<file path="config.mk">
export PLATFORM = sky130hd
export DESIGN_NAME = fetch_unit_flat
export DESIGN_NICKNAME = d
export VERILOG_FILES = /design/src/rtl/fetch_unit_if.sv /design/src/rtl/fetch_unit.sv /design/src/flat_wrapper.sv
export SDC_FILE = /design/constraint.sdc
export NUM_CORES = 1
export LEC_CHECK = 0
export CORE_UTILIZATION = 55
export DETAILED_ROUTE_END_ITERATION = 12
export PLACE_DENSITY_LB_ADDON = 0.3
export SYNTH_ARGS = -nofsm -noshare
export SYNTH_HDL_FRONTEND = slang
export SYNTH_HIERARCHICAL = 1
export SYNTH_SLANG_ARGS = --single-unit
</file>
<file path="constraint.sdc">
create_clock -name clock -period 6.8 [get_ports clock]
set_input_delay 1.36 -clock clock [delete_from_list [all_inputs] [get_ports clock]]
set_output_delay 1.36 -clock clock [all_outputs]
set_load 0.01 [all_outputs]
</file>
<file path="src/rtl/fetch_unit_if.sv">
// Fetch-stage bus bundle: instruction-memory request/response plus the
// valid/ready channel that hands fetched instructions to decode.
interface fetch_unit_if #(
    parameter int ADDR_WIDTH  = 16,
    parameter int INSTR_WIDTH = 16
);
    logic                   imem_req;
    logic [ADDR_WIDTH-1:0]  imem_addr;
    logic [INSTR_WIDTH-1:0] imem_rdata;
    logic                   id_valid;
    logic                   id_ready;
    logic [INSTR_WIDTH-1:0] id_instr;
    logic [ADDR_WIDTH-1:0]  id_pc;
    logic [ADDR_WIDTH-1:0]  id_pc_next;

    modport master (
        output imem_req, imem_addr, id_valid, id_instr, id_pc, id_pc_next,
        input  imem_rdata, id_ready
    );

    modport slave (
        input  imem_req, imem_addr, id_valid, id_instr, id_pc, id_pc_next,
        output imem_rdata, id_ready
    );
endinterface

</file>
<file path="src/rtl/fetch_unit.sv">
// Instruction-fetch front end: owns the fetch PC, issues 1-cycle-latency
// imem reads and buffers returned instructions in a small prefetch queue.
module fetch_unit #(
    parameter int                    ADDR_WIDTH  = 16,
    parameter int                    INSTR_WIDTH = 16,
    parameter int                    PC_STEP     = 2,
    parameter logic [ADDR_WIDTH-1:0] RESET_ADDR  = {ADDR_WIDTH{1'b0}},
    parameter int                    QUEUE_DEPTH = 4
) (
    input  logic                  clock,
    input  logic                  reset,
    input  logic                  redirect,
    input  logic [ADDR_WIDTH-1:0] redirect_addr,
    input  logic                  halt,
    output logic                  halted,
    fetch_unit_if.master          bus
);
    localparam int PTR_W = $clog2(QUEUE_DEPTH);
    localparam int CNT_W = PTR_W + 1;
    localparam logic [CNT_W-1:0]      DEPTH_C = CNT_W'(QUEUE_DEPTH);
    localparam logic [CNT_W-1:0]      CNT_ONE = {{(CNT_W-1){1'b0}}, 1'b1};
    localparam logic [PTR_W-1:0]      PTR_ONE = {{(PTR_W-1){1'b0}}, 1'b1};
    localparam logic [ADDR_WIDTH-1:0] STEP_C  = ADDR_WIDTH'(PC_STEP);

    logic [ADDR_WIDTH-1:0]  fetch_pc_r;
    logic [ADDR_WIDTH-1:0]  req_addr_r;
    logic                   inflight_r;
    logic                   halted_r;
    logic [CNT_W-1:0]       count_r;
    logic [PTR_W-1:0]       head_r;
    logic [PTR_W-1:0]       tail_r;
    logic [INSTR_WIDTH-1:0] instr_mem_r [QUEUE_DEPTH];
    logic [ADDR_WIDTH-1:0]  pc_mem_r    [QUEUE_DEPTH];

    logic [CNT_W-1:0] occupancy_s;
    logic             valid_s;
    logic             issue_s;
    logic             push_s;
    logic             pop_s;

    // Slots already promised to an in-flight read count as occupied, so the
    // queue can never be overrun by the response that follows an issue.
    assign occupancy_s = count_r + {{(CNT_W-1){1'b0}}, inflight_r};
    assign valid_s     = !reset && (count_r != {CNT_W{1'b0}});
    assign issue_s     = !reset && !halted_r && !redirect && (occupancy_s < DEPTH_C);
    assign push_s      = inflight_r && !redirect;
    assign pop_s       = valid_s && bus.id_ready && !redirect;

    assign bus.imem_req   = issue_s;
    assign bus.imem_addr  = fetch_pc_r;
    assign bus.id_valid   = valid_s;
    assign bus.id_instr   = instr_mem_r[head_r];
    assign bus.id_pc      = pc_mem_r[head_r];
    assign bus.id_pc_next = pc_mem_r[head_r] + STEP_C;
    assign halted         = halted_r;

    // Fetch PC, in-flight tracking, halt latch and queue bookkeeping.
    always_ff @(posedge clock) begin
        if (reset) begin
            fetch_pc_r <= RESET_ADDR;
            inflight_r <= 1'b0;
            halted_r   <= 1'b0;
            count_r    <= {CNT_W{1'b0}};
            head_r     <= {PTR_W{1'b0}};
            tail_r     <= {PTR_W{1'b0}};
        end else begin
            if (halt) begin
                halted_r <= 1'b1;
            end
            if (redirect) begin
                fetch_pc_r <= redirect_addr;
                inflight_r <= 1'b0;
                count_r    <= {CNT_W{1'b0}};
                head_r     <= {PTR_W{1'b0}};
                tail_r     <= {PTR_W{1'b0}};
            end else begin
                if (issue_s) begin
                    fetch_pc_r <= fetch_pc_r + STEP_C;
                    req_addr_r <= fetch_pc_r;
                    inflight_r <= 1'b1;
                end else begin
                    inflight_r <= 1'b0;
                end
                if (push_s) begin
                    tail_r <= tail_r + PTR_ONE;
                end
                if (pop_s) begin
                    head_r <= head_r + PTR_ONE;
                end
                if (push_s && !pop_s) begin
                    count_r <= count_r + CNT_ONE;
                end else if (pop_s && !push_s) begin
                    count_r <= count_r - CNT_ONE;
                end
            end
        end
    end

    // Queue payload storage; needs no reset because count gates visibility.
    always_ff @(posedge clock) begin
        if (!reset && push_s) begin
            instr_mem_r[tail_r] <= bus.imem_rdata;
            pc_mem_r[tail_r]    <= req_addr_r;
        end
    end

    fetch_unit_chk #(
        .CNT_W       (CNT_W),
        .QUEUE_DEPTH (QUEUE_DEPTH)
    ) u_chk (
        .clock (clock),
        .reset (reset),
        .push  (push_s),
        .pop   (pop_s),
        .count (count_r)
    );
endmodule

// Safety checker: a response must always find a free queue slot.
module fetch_unit_chk #(
    parameter int CNT_W       = 3,
    parameter int QUEUE_DEPTH = 4
) (
    input logic             clock,
    input logic             reset,
    input logic             push,
    input logic             pop,
    input logic [CNT_W-1:0] count
);
    logic full_s;
    assign full_s = (count == CNT_W'(QUEUE_DEPTH));

    a_no_overflow: assert property (@(posedge clock) disable iff (reset) !(push && full_s && !pop))
        else $error("fetch_unit: push into full prefetch queue");
endmodule

</file>
<file path="src/flat_wrapper.sv">
// flat-port wrapper written by rule: the top's interface ports become plain ports
module fetch_unit_flat 
#(
    parameter int                    ADDR_WIDTH  = 16,
    parameter int                    INSTR_WIDTH = 16,
    parameter int                    PC_STEP     = 2,
    parameter logic [ADDR_WIDTH-1:0] RESET_ADDR  = {ADDR_WIDTH{1'b0}},
    parameter int                    QUEUE_DEPTH = 4
)
  (clock, reset, redirect, redirect_addr, halt, halted, bus_imem_req, bus_imem_addr, bus_id_valid, bus_id_instr, bus_id_pc, bus_id_pc_next, bus_imem_rdata, bus_id_ready);
  fetch_unit_if #(.ADDR_WIDTH(ADDR_WIDTH), .INSTR_WIDTH(INSTR_WIDTH)) bus_i ();
  input  logic clock;
  input  logic reset;
  input  logic redirect;
  input  logic [ADDR_WIDTH-1:0] redirect_addr;
  input  logic halt;
  output logic halted;
  output wire logic [$bits(bus_i.imem_req)-1:0] bus_imem_req;
  output wire logic [$bits(bus_i.imem_addr)-1:0] bus_imem_addr;
  output wire logic [$bits(bus_i.id_valid)-1:0] bus_id_valid;
  output wire logic [$bits(bus_i.id_instr)-1:0] bus_id_instr;
  output wire logic [$bits(bus_i.id_pc)-1:0] bus_id_pc;
  output wire logic [$bits(bus_i.id_pc_next)-1:0] bus_id_pc_next;
  input wire logic [$bits(bus_i.imem_rdata)-1:0] bus_imem_rdata;
  input wire logic [$bits(bus_i.id_ready)-1:0] bus_id_ready;
  assign bus_imem_req = bus_i.imem_req;
  assign bus_imem_addr = bus_i.imem_addr;
  assign bus_id_valid = bus_i.id_valid;
  assign bus_id_instr = bus_i.id_instr;
  assign bus_id_pc = bus_i.id_pc;
  assign bus_id_pc_next = bus_i.id_pc_next;
  assign bus_i.imem_rdata = bus_imem_rdata;
  assign bus_i.id_ready = bus_id_ready;
  fetch_unit #(.ADDR_WIDTH(ADDR_WIDTH), .INSTR_WIDTH(INSTR_WIDTH), .PC_STEP(PC_STEP), .RESET_ADDR(RESET_ADDR), .QUEUE_DEPTH(QUEUE_DEPTH)) u_core (.clock(clock), .reset(reset), .redirect(redirect), .redirect_addr(redirect_addr), .halt(halt), .halted(halted), .bus(bus_i));
endmodule
</file>
=== Yosys cells after proc, flatten, opt, wreduce, memory -nomap -nowiden ===
Memories as Yosys holds them, arrays and structs flattened. A register that Yosys moved wholly into a read port is not among the register bits.
Index checks and enable logic that the tools add are counted.

* Register bits after elaboration: 41
* Logic and storage cells: 50
* Memories kept: 2
* Bits in writable memories: 128

* Reduce and logical (&&, ||, !) cells: 20
* Bitwise operators: 2
* Add/subtract/negate cells: 7
* Multiplexer cells: 11
* Magnitude comparators: 1

{| class="wikitable"
|+ Memories
! name !! depth !! bits a word !! rd ports !! clocked after Yosys merged registers in !! wr ports !! line !! RTL
|-
| u_core.instr_mem_r || 4 || 16 || 1 || 1 || 1 || fetch_unit.sv:32 || <nowiki>logic [INSTR_WIDTH-1:0] instr_mem_r [QUEUE_DEPTH];</nowiki>
|-
| u_core.pc_mem_r || 4 || 16 || 1 || 1 || 1 || fetch_unit.sv:33 || <nowiki>logic [ADDR_WIDTH-1:0] pc_mem_r [QUEUE_DEPTH];</nowiki>
|}

{| class="wikitable"
|+ Operators by type and width
! kind !! number
|-
| 16-bit by 2-bit adder with 16-bit output, second input constant || 2
|-
| 16-bit 2-to-1 mux || 2
|-
| 1-bit logical AND || 10
|-
| 2-bit 2-to-1 mux || 4
|-
| 3-bit 2-to-1 mux || 2
|-
| 1-bit zero test || 5
|-
| 2-bit by 1-bit adder with 2-bit output, second input constant || 2
|-
| 2-bit nonzero test || 2
|-
| 3-bit by 1-bit adder with 3-bit output || 1
|-
| 3-bit by 1-bit adder with 3-bit output, second input constant || 1
|-
| 3-bit < comparator, second input constant || 1
|-
| 1-bit 2-to-1 mux || 3
|-
| 3-bit AND reduction || 1
|-
| 3-bit nonzero test || 1
|-
| 3-bit by 1-bit subtractor with 3-bit output, second input constant || 1
|-
| 1-bit NOT || 2
|-
| 2-bit OR reduction || 1
|}

=== Depth between registers and ports, before layout ===
* Depth after elaboration: 7
* Gate-level depth with buffers: 9
* Depth with buffers taken out: 8

=== Worst setup path before layout ===
Ideal clock, no wire load.

* Kind: register to output
* From: register with a tool-made name
* To: output port bus_id_pc_next[13]
* Path buffers: 2
* Stages on the path, launching flop included: 10
* Arrival time: 2.419 ns
* Slack: 3.021 ns
* Data required time: 5.440 ns
* Path through: dfxtp_1 -> buf_6 -> buf_6 -> mux4_1 -> ha_1 -> nand2_1 -> o22ai_1 -> or4b_4 -> nor3_2 -> xor2_1

{| class="wikitable"
|+ RTL lines
! what !! line !! RTL
|-
| end: declaration || flat_wrapper.sv:23 || <nowiki>output wire logic [$bits(bus_i.id_pc_next)-1:0] bus_id_pc_next;</nowiki>
|}

==> summary.md <==
| Metric | Value |
|---|---|
| Outcome | finished clean |
| Netlist cell types | 49 |
| Power density over cell area | 260 nW/um^2 |
| Root Buffer | clkbuf_16 |
| Global-route wire length before repair | 20700 um |
| Area share of the leading cell type in the synthesized netlist | 0.633 |
| Pint | 1.80 mW |
| RR Startpoint | u_core/inflight_r |
| Post-route minimum period | 4970 ps |
| Clk pwr share | 0.437 |
| Fmax | 201 MHz |
| Vias | 3786 |
| Sequential power share | 0.521 |
| Crit-path max FO | 12 |
| CP arrival | 3610 ps |
| Startpoint Class | register |
| Tcrit/Tclk final | 0.731 |
| Post-DP HPWL | 8620 um |
| Post-CTS resize count | 0 |
| Layout Skew | 8.68 ps |
| Antenna viol nets, final | 0 |
| Syn_nets | 431 |
| Clk Latency, worst-skew pair | 420 ps |
| DRC Markers | 0 |
| Clk slew on worst S/H paths | 70 ps |
| Mapped Area | 6830 um^2 |
| #FFs+latches synth | 171 |
| CP Class | reg2out |
| Mean post-synth cell area | 17.7 um^2 |
| Fill cells | 763 |
| Largest cells by area after synthesis | edfxtp_1 63%, mux4_2 8.9%, dfxtp_1 7.9% |
| Cells after Synth | 386 |
| Final WL | 13400 um |
| Worst Path Required | 5440 ps |
| Final Slew Violations | 0 |
| Rel. slew slack | 0.389 |
| Cell Area, Placed | 8010 um^2 |
| Final Wtd Congestion | 0.847 |
| CTS sink count | 171 |
| Grt ovf | 0 |
| Nets@finish | 541 |
| Max-Cap Viols | 0 |
| Final TNS setup | 0 ps |
| DRT iter0 DRCs | 250 |
| Worst-margin pin slew | 916 ps |
| Final Power | 2.25 mW |
| Die X | 113 um |
| Design area | 8640 um^2 |
| WL/cell | 19.7 um |
| Clock buffer depth | 2 |
| Worst setup EP type | output port |
| Setup bufs post-CTS | 0 |
| Sw Ratio | 0.197 |
| Final setup fails | 0 |
| Die area | 12900 um^2 |
| Final Hold Vio Count | 0 |
| Sequential area share after synthesis | 0.712 |
| Vias in the first global route | 3902 |
| Post-synth top area cell | edfxtp_1 |
| I/O pin count | 104 |
| HP Class | reg2reg |
| Initial Util | 0.566 |
| Rows | 40 |
| Comb power frac | 0.042 |
| Peak supply drop | 0.175 mV |
| TritonCTS Buffers | 17 |
| # diodes | 0 |
| Hold_buf cts | 0 |
| Die Ht | 113 um |
| Share of layout cells above drive strength 1 | 0.149 |
| Synth Flop Type | edfxtp_1 |
| FFs w/ async S/R, synth | 0 |
| GRT Util Overall | 0.222 |
| P&R area growth vs syn | 26.5% |
| Leakage | 2.84 nW |
| Initial antenna violation count | 0 |
| IO buf count | 103 |
| Core Footprint | 12100 um^2 |
| EDFF count, synth | 144 |
| RSZ-0062 raised after global routing | false |
| Largest net degree at the start of global routing | 33 |
| Htree depth | 4 |
| Worst hold path startpoint | u_core/bus.imem_addr[0] |
| CTS tree | built |
| Vias/cell | 5.59 |
| Synth warn | 6 |
| Sw Pwr | 0.442 mW |
| DR pass1 iterations | 4 |
-- cell usage after synthesis (2+ instances only) --
| master | instances |
|---|---|
| edfxtp_1 | 144 |
| dfxtp_1 | 27 |
| mux4_2 | 27 |
| nor2_1 | 23 |
| nand2_1 | 19 |
| xor2_1 | 18 |
| nand3_1 | 13 |
| a211oi_1 | 9 |
| xnor2_1 | 9 |
| clkbuf_1 | 7 |
| ha_1 | 7 |
| mux2i_1 | 7 |
| nand4_1 | 7 |
| and3_1 | 6 |
| inv_1 | 6 |
| a21oi_1 | 5 |
| mux4_1 | 5 |
| a31oi_1 | 3 |
| and2_1 | 3 |
| buf_2 | 3 |
| buf_6 | 3 |
| and4_1 | 2 |
| buf_4 | 2 |
| nor2b_1 | 2 |
| nor3_1 | 2 |
| or2_2 | 2 |
| or3_1 | 2 |
| or4b_4 | 2 |
-- path summary, 6_finish.rpt --
check	endpoint	slack, ps	depth (start not counted)
max	bus_id_pc_next[13]	1830	8
min reg2reg	u_core/req_addr_r[0]	480	0
max reg2reg	u_core/req_addr_r[13]	4340	3
min	u_core/req_addr_r[0]	480	0
-- cells in the final DEF, fill, tap and decap left out, drive strengths merged, types with 9 or more instances in the layout --
cell and instances:
a211oi 10, clkbuf 27, clkdlybuf4s50 103, dfxtp 27, edfxtp 144, inv 10
mux4 32, nand2 19, nand3 14, nor2 24, xnor2 9, xor2 18
-- power by group through the flow --
stage | Combinational (mW) | Sequential [mW] | Clock, mW
floorplan | 0.0371 | 1.19 | 0
global placement | 0.0923 | 1.19 | 0
detailed placement | 0.0947 | 1.19 | 0
CTS | 0.0955 | 1.17 | 0.998
global route | 0.102 | 1.17 | 1.05
finish | 0.0949 | 1.17 | 0.982
-- per-stage QoR --
step / hold slack, ps / setup slack [ps] / std cells / utilization
2_1_floorplan: 459 / 3020 / 386 / -
3_3_place_gp: 469 / 2110 / 645 / 0.664
3_5_place_dp: 470 / 2010 / 645 / 0.664
4_1_cts: 485 / 1780 / 677 / 0.716
5_1_grt: 505 / 1620 / 677 / 0.716
6_report: 481 / 1830 / 677 / 0.716
-- flip-flops by register name, indices dropped and copies added (netlist names), 2 cells and up, named ones only --
signal                count
u_core/bus.imem_addr     16
u_core/head_r             2
u_core/tail_r             2
u_core/pc_mem_r          64
u_core/req_addr_r        16
u_core/count_r            3
u_core/instr_mem_r       64
-- worst max-delay path, stage by stage (launching register included) --
cell and delay, ps:
dfxtp_1 710, mux4_1 390, ha_1 240, nand2_1 80
o22ai_1 270, or4b_4 520, nor3_2 190, xor2_1 220
clkdlybuf4s50_1 570
-- cell families (layout without fill, tap and decap cells) --
| kind of cell | count (synthesis) | in the layout | synth area share |
|---|---|---|---|
| XOR/XNOR | 27 | 27 | 0.0346 |
| multiplexers | 39 | 39 | 0.118 |
| AO/OA/AOI/OAI | 27 | 27 | 0.0311 |
| buffers and inverters | 23 | 146 | 0.0176 |
| adder cells (fa/ha/maj) | 8 | 8 | 0.0157 |
| flip-flops | 171 | 171 | 0.712 |
| AND/OR/NAND/NOR | 91 | 91 | 0.0705 |
-- layout make-up --
| cell class | count | area, um^2 | area share |
|---|---|---|---|
| tap | 168 | 210 | 0.0243 |
| timing repair buffer | 107 | 1060 | 0.123 |
| inverter | 7 | 26.3 | 0.00304 |
| clock inverter | 5 | 37.5 | 0.00434 |
| clock buffer | 27 | 589 | 0.0682 |
| multi-input combinational | 192 | 1850 | 0.214 |
| sequential | 171 | 4870 | 0.563 |
-- routing by layer --
| metal | track usage | vias to the layer above | share of wire |
|---|---|---|---|
| met5 | 0 | - | 0 |
| met4 | 0.0658 | 0 | 0.013 |
| met3 | 0.0670 | 16 | 0.059 |
| met2 | 0.373 | 155 | 0.50 |
| met1 | 0.281 | 1872 | 0.43 |
| li1 | - | 1743 | - |
(Power assumes the default switching activity.)
==> RTL change, RTL diff (same settings) <==
`ADDR_WIDTH` is set to 16 in 3 places; all go to 15.
--- a/src/rtl/fetch_unit_if.sv
+++ b/src/rtl/fetch_unit_if.sv
@@ -2,5 +2,5 @@
 // valid/ready channel that hands fetched instructions to decode.
 interface fetch_unit_if #(
-    parameter int ADDR_WIDTH  = 16,
+    parameter int ADDR_WIDTH  = 15,
     parameter int INSTR_WIDTH = 16
 );
--- a/src/rtl/fetch_unit.sv
+++ b/src/rtl/fetch_unit.sv
@@ -2,5 +2,5 @@
 // imem reads and buffers returned instructions in a small prefetch queue.
 module fetch_unit #(
-    parameter int                    ADDR_WIDTH  = 16,
+    parameter int                    ADDR_WIDTH  = 15,
     parameter int                    INSTR_WIDTH = 16,
     parameter int                    PC_STEP     = 2,
--- a/src/flat_wrapper.sv
+++ b/src/flat_wrapper.sv
@@ -2,5 +2,5 @@
 module fetch_unit_flat 
 #(
-    parameter int                    ADDR_WIDTH  = 16,
+    parameter int                    ADDR_WIDTH  = 15,
     parameter int                    INSTR_WIDTH = 16,
     parameter int                    PC_STEP     = 2,
Ports: changed (resized bus_id_pc, bus_id_pc_next, bus_imem_addr and redirect_addr); port bits go from 104 to 100. No check against the original RTL was run, so the function may have changed too.
==> RTL change against the unedited design <==
  * Final area down 4.9%
  * Area after synthesis shrank 4.8%
  * Cell count is 6.5% lower
  * Utilization about the same
  * Routed wire length fell by 9.6%
  * Combinational power shrank 8.3%
  * Sequential cell count down 6
  * Setup slack lost 0.067 ns
  * Global-route usage decreased by 1.2 points
  * Sequential power fell by 3%
  * Register-to-register slack improved by 0.19 ns
  * Via count down 4.6%
  * Power fell by 3.4%
  * Sequential share of layout area rose by 0.84 points
  * Largest power group unchanged
  * Highest routed layer unchanged
==> RTL change: results (changes against the unedited design) <==
Critical path
  – Delay of the slowest cell on the worst path: 0.75 ns (was 0.71 ns)
  – Signal arrival time at the worst endpoint: 3.68 ns (was 3.61 ns)
  – Worst reg2reg path endpoint: u_core/count_r[2] (was u_core/req_addr_r[13])
  – Logic depth of the worst register-to-register path: 8 (was 3)
  – Cell type of the slowest stage on the worst timing path: sky130_fd_sc_hd__clkdlybuf4s50_1 (was sky130_fd_sc_hd__dfxtp_1)
  – Worst reg2reg setup slack: 4.53 ns (was 4.34 ns)
  – Largest driver fanout on the critical path: 21 (was 12)
  – Family of cells with the greatest summed delay on the critical path: buffers and inverters (was simple AND/OR/NAND/NOR gates)

GRT
  – Vias in the first global route: 3728 (was 3902)
  – Pin count of the biggest net entering global routing: 32 (was 33)
  – First-pass GRT wire length: 19.37 mm (was 20.69 mm)
  – Total track usage: 21.06% (was 22.22%)

Timing
  – Worst relative slew slack: 37.71% (was 38.90%)
  – Worst hold margin: 0.4894 ns (was 0.4807 ns)
  – Worst setup skew after layout: 0.007763 ns (was 0.008676 ns)

Yosys
  – Number of flops mapped to enable cells by yosys: 139 (was 144)
  – Post-synthesis compound-gate area fraction: 2.885% (was 3.113%)
  – Multiplexer share of the synthesized area: 11.87% (was 11.85%)
  – Post-synth net total: 416 (was 431)
  – Post-Synth Adder-Cell Area: 1.654% (was 1.575%)
  – Sequential element share of the synthesized area: 72.15% (was 71.20%)
  – Commonest cells in the netlist: sky130_fd_sc_hd__edfxtp_1 (139), sky130_fd_sc_hd__mux4_2 (31), sky130_fd_sc_hd__dfxtp_1 (26) (was sky130_fd_sc_hd__edfxtp_1 (144), sky130_fd_sc_hd__dfxtp_1 (27), sky130_fd_sc_hd__mux4_2 (27))
  – Post-synthesis share of cell area spent on xor and xnor gates: 2.558% (was 3.461%)

Routing
  – First-pass iteration count of the detailed router: 5 (was 4)
  – Detailed Route Iter0 Violations: 300 (was 250)
  – Via/cell ratio: 5.706 (was 5.592)

Power and ir drop
  – Max VDD drop: 0.0001812 V (was 0.0001755 V)

Outcome
  – Run status: finished, final reports clean (unchanged)

Place
  – Number of instances in the placed design: 603 (was 645)
  – Final weighted congestion in routability-driven placement: 0.8832 (was 0.8474)

Layout
  – Ratio of cells with drive above 1 in the final layout: 14.90% (was 14.93%)
[RTL change: changes by cell type in the layout (fill, tap and decap cells not counted), moves of 5 or more]
cell,delta
sky130_fd_sc_hd__mux4_1,-5
sky130_fd_sc_hd__or3_1,+5
sky130_fd_sc_hd__xor2_1,-8
sky130_fd_sc_hd__a211oi_1,-9
sky130_fd_sc_hd__clkbuf_16,-5
sky130_fd_sc_hd__nand2_1,+6
sky130_fd_sc_hd__nor2_1,-7
sky130_fd_sc_hd__nand3_1,-5
sky130_fd_sc_hd__edfxtp_1,-5
[RTL change: area by class of cell]
type | instances | area [µm²] | share of cell area, %
Sequential cell | 165 | 4696 | 57.15
Multi-Input combinational cell | 180 | 1688 | 20.54
Clock inverter | 12 | 162.7 | 1.980
Inverter | 13 | 48.80 | 0.5939
Tap cell | 143 | 178.9 | 2.178
Clock buffer | 18 | 429.2 | 5.223
Timing Repair Buffer | 102 | 1013 | 12.33
[RTL change: logic make-up after synthesis]
logic type,count (synthesis)
flip-flops,165
XOR/XNOR,19
multiplexers,38
buffers and inverters,27
AND/OR/NAND/NOR,87
adder cells (fa/ha/maj),8
AO/OA/AOI/OAI,28
[RTL change: power by group]
group | leakage (nW) | switching (mW) | total, mW | internal (mW)
Sequential | 1.47 | 0.0164 | 1.13 | 1.11
Combinational | 0.926 | 0.0387 | 0.0870 | 0.0482
Clock | 0.288 | 0.353 | 0.957 | 0.604
[RTL change: layer usage]
metal	up-vias	track usage (%)	wire (µm)
met4	0	12.18	278
li1	1668	-	-
met3	21	5.631	770
met1	1788	25.59	5052
met5	-	0	0
met2	135	34.16	5973
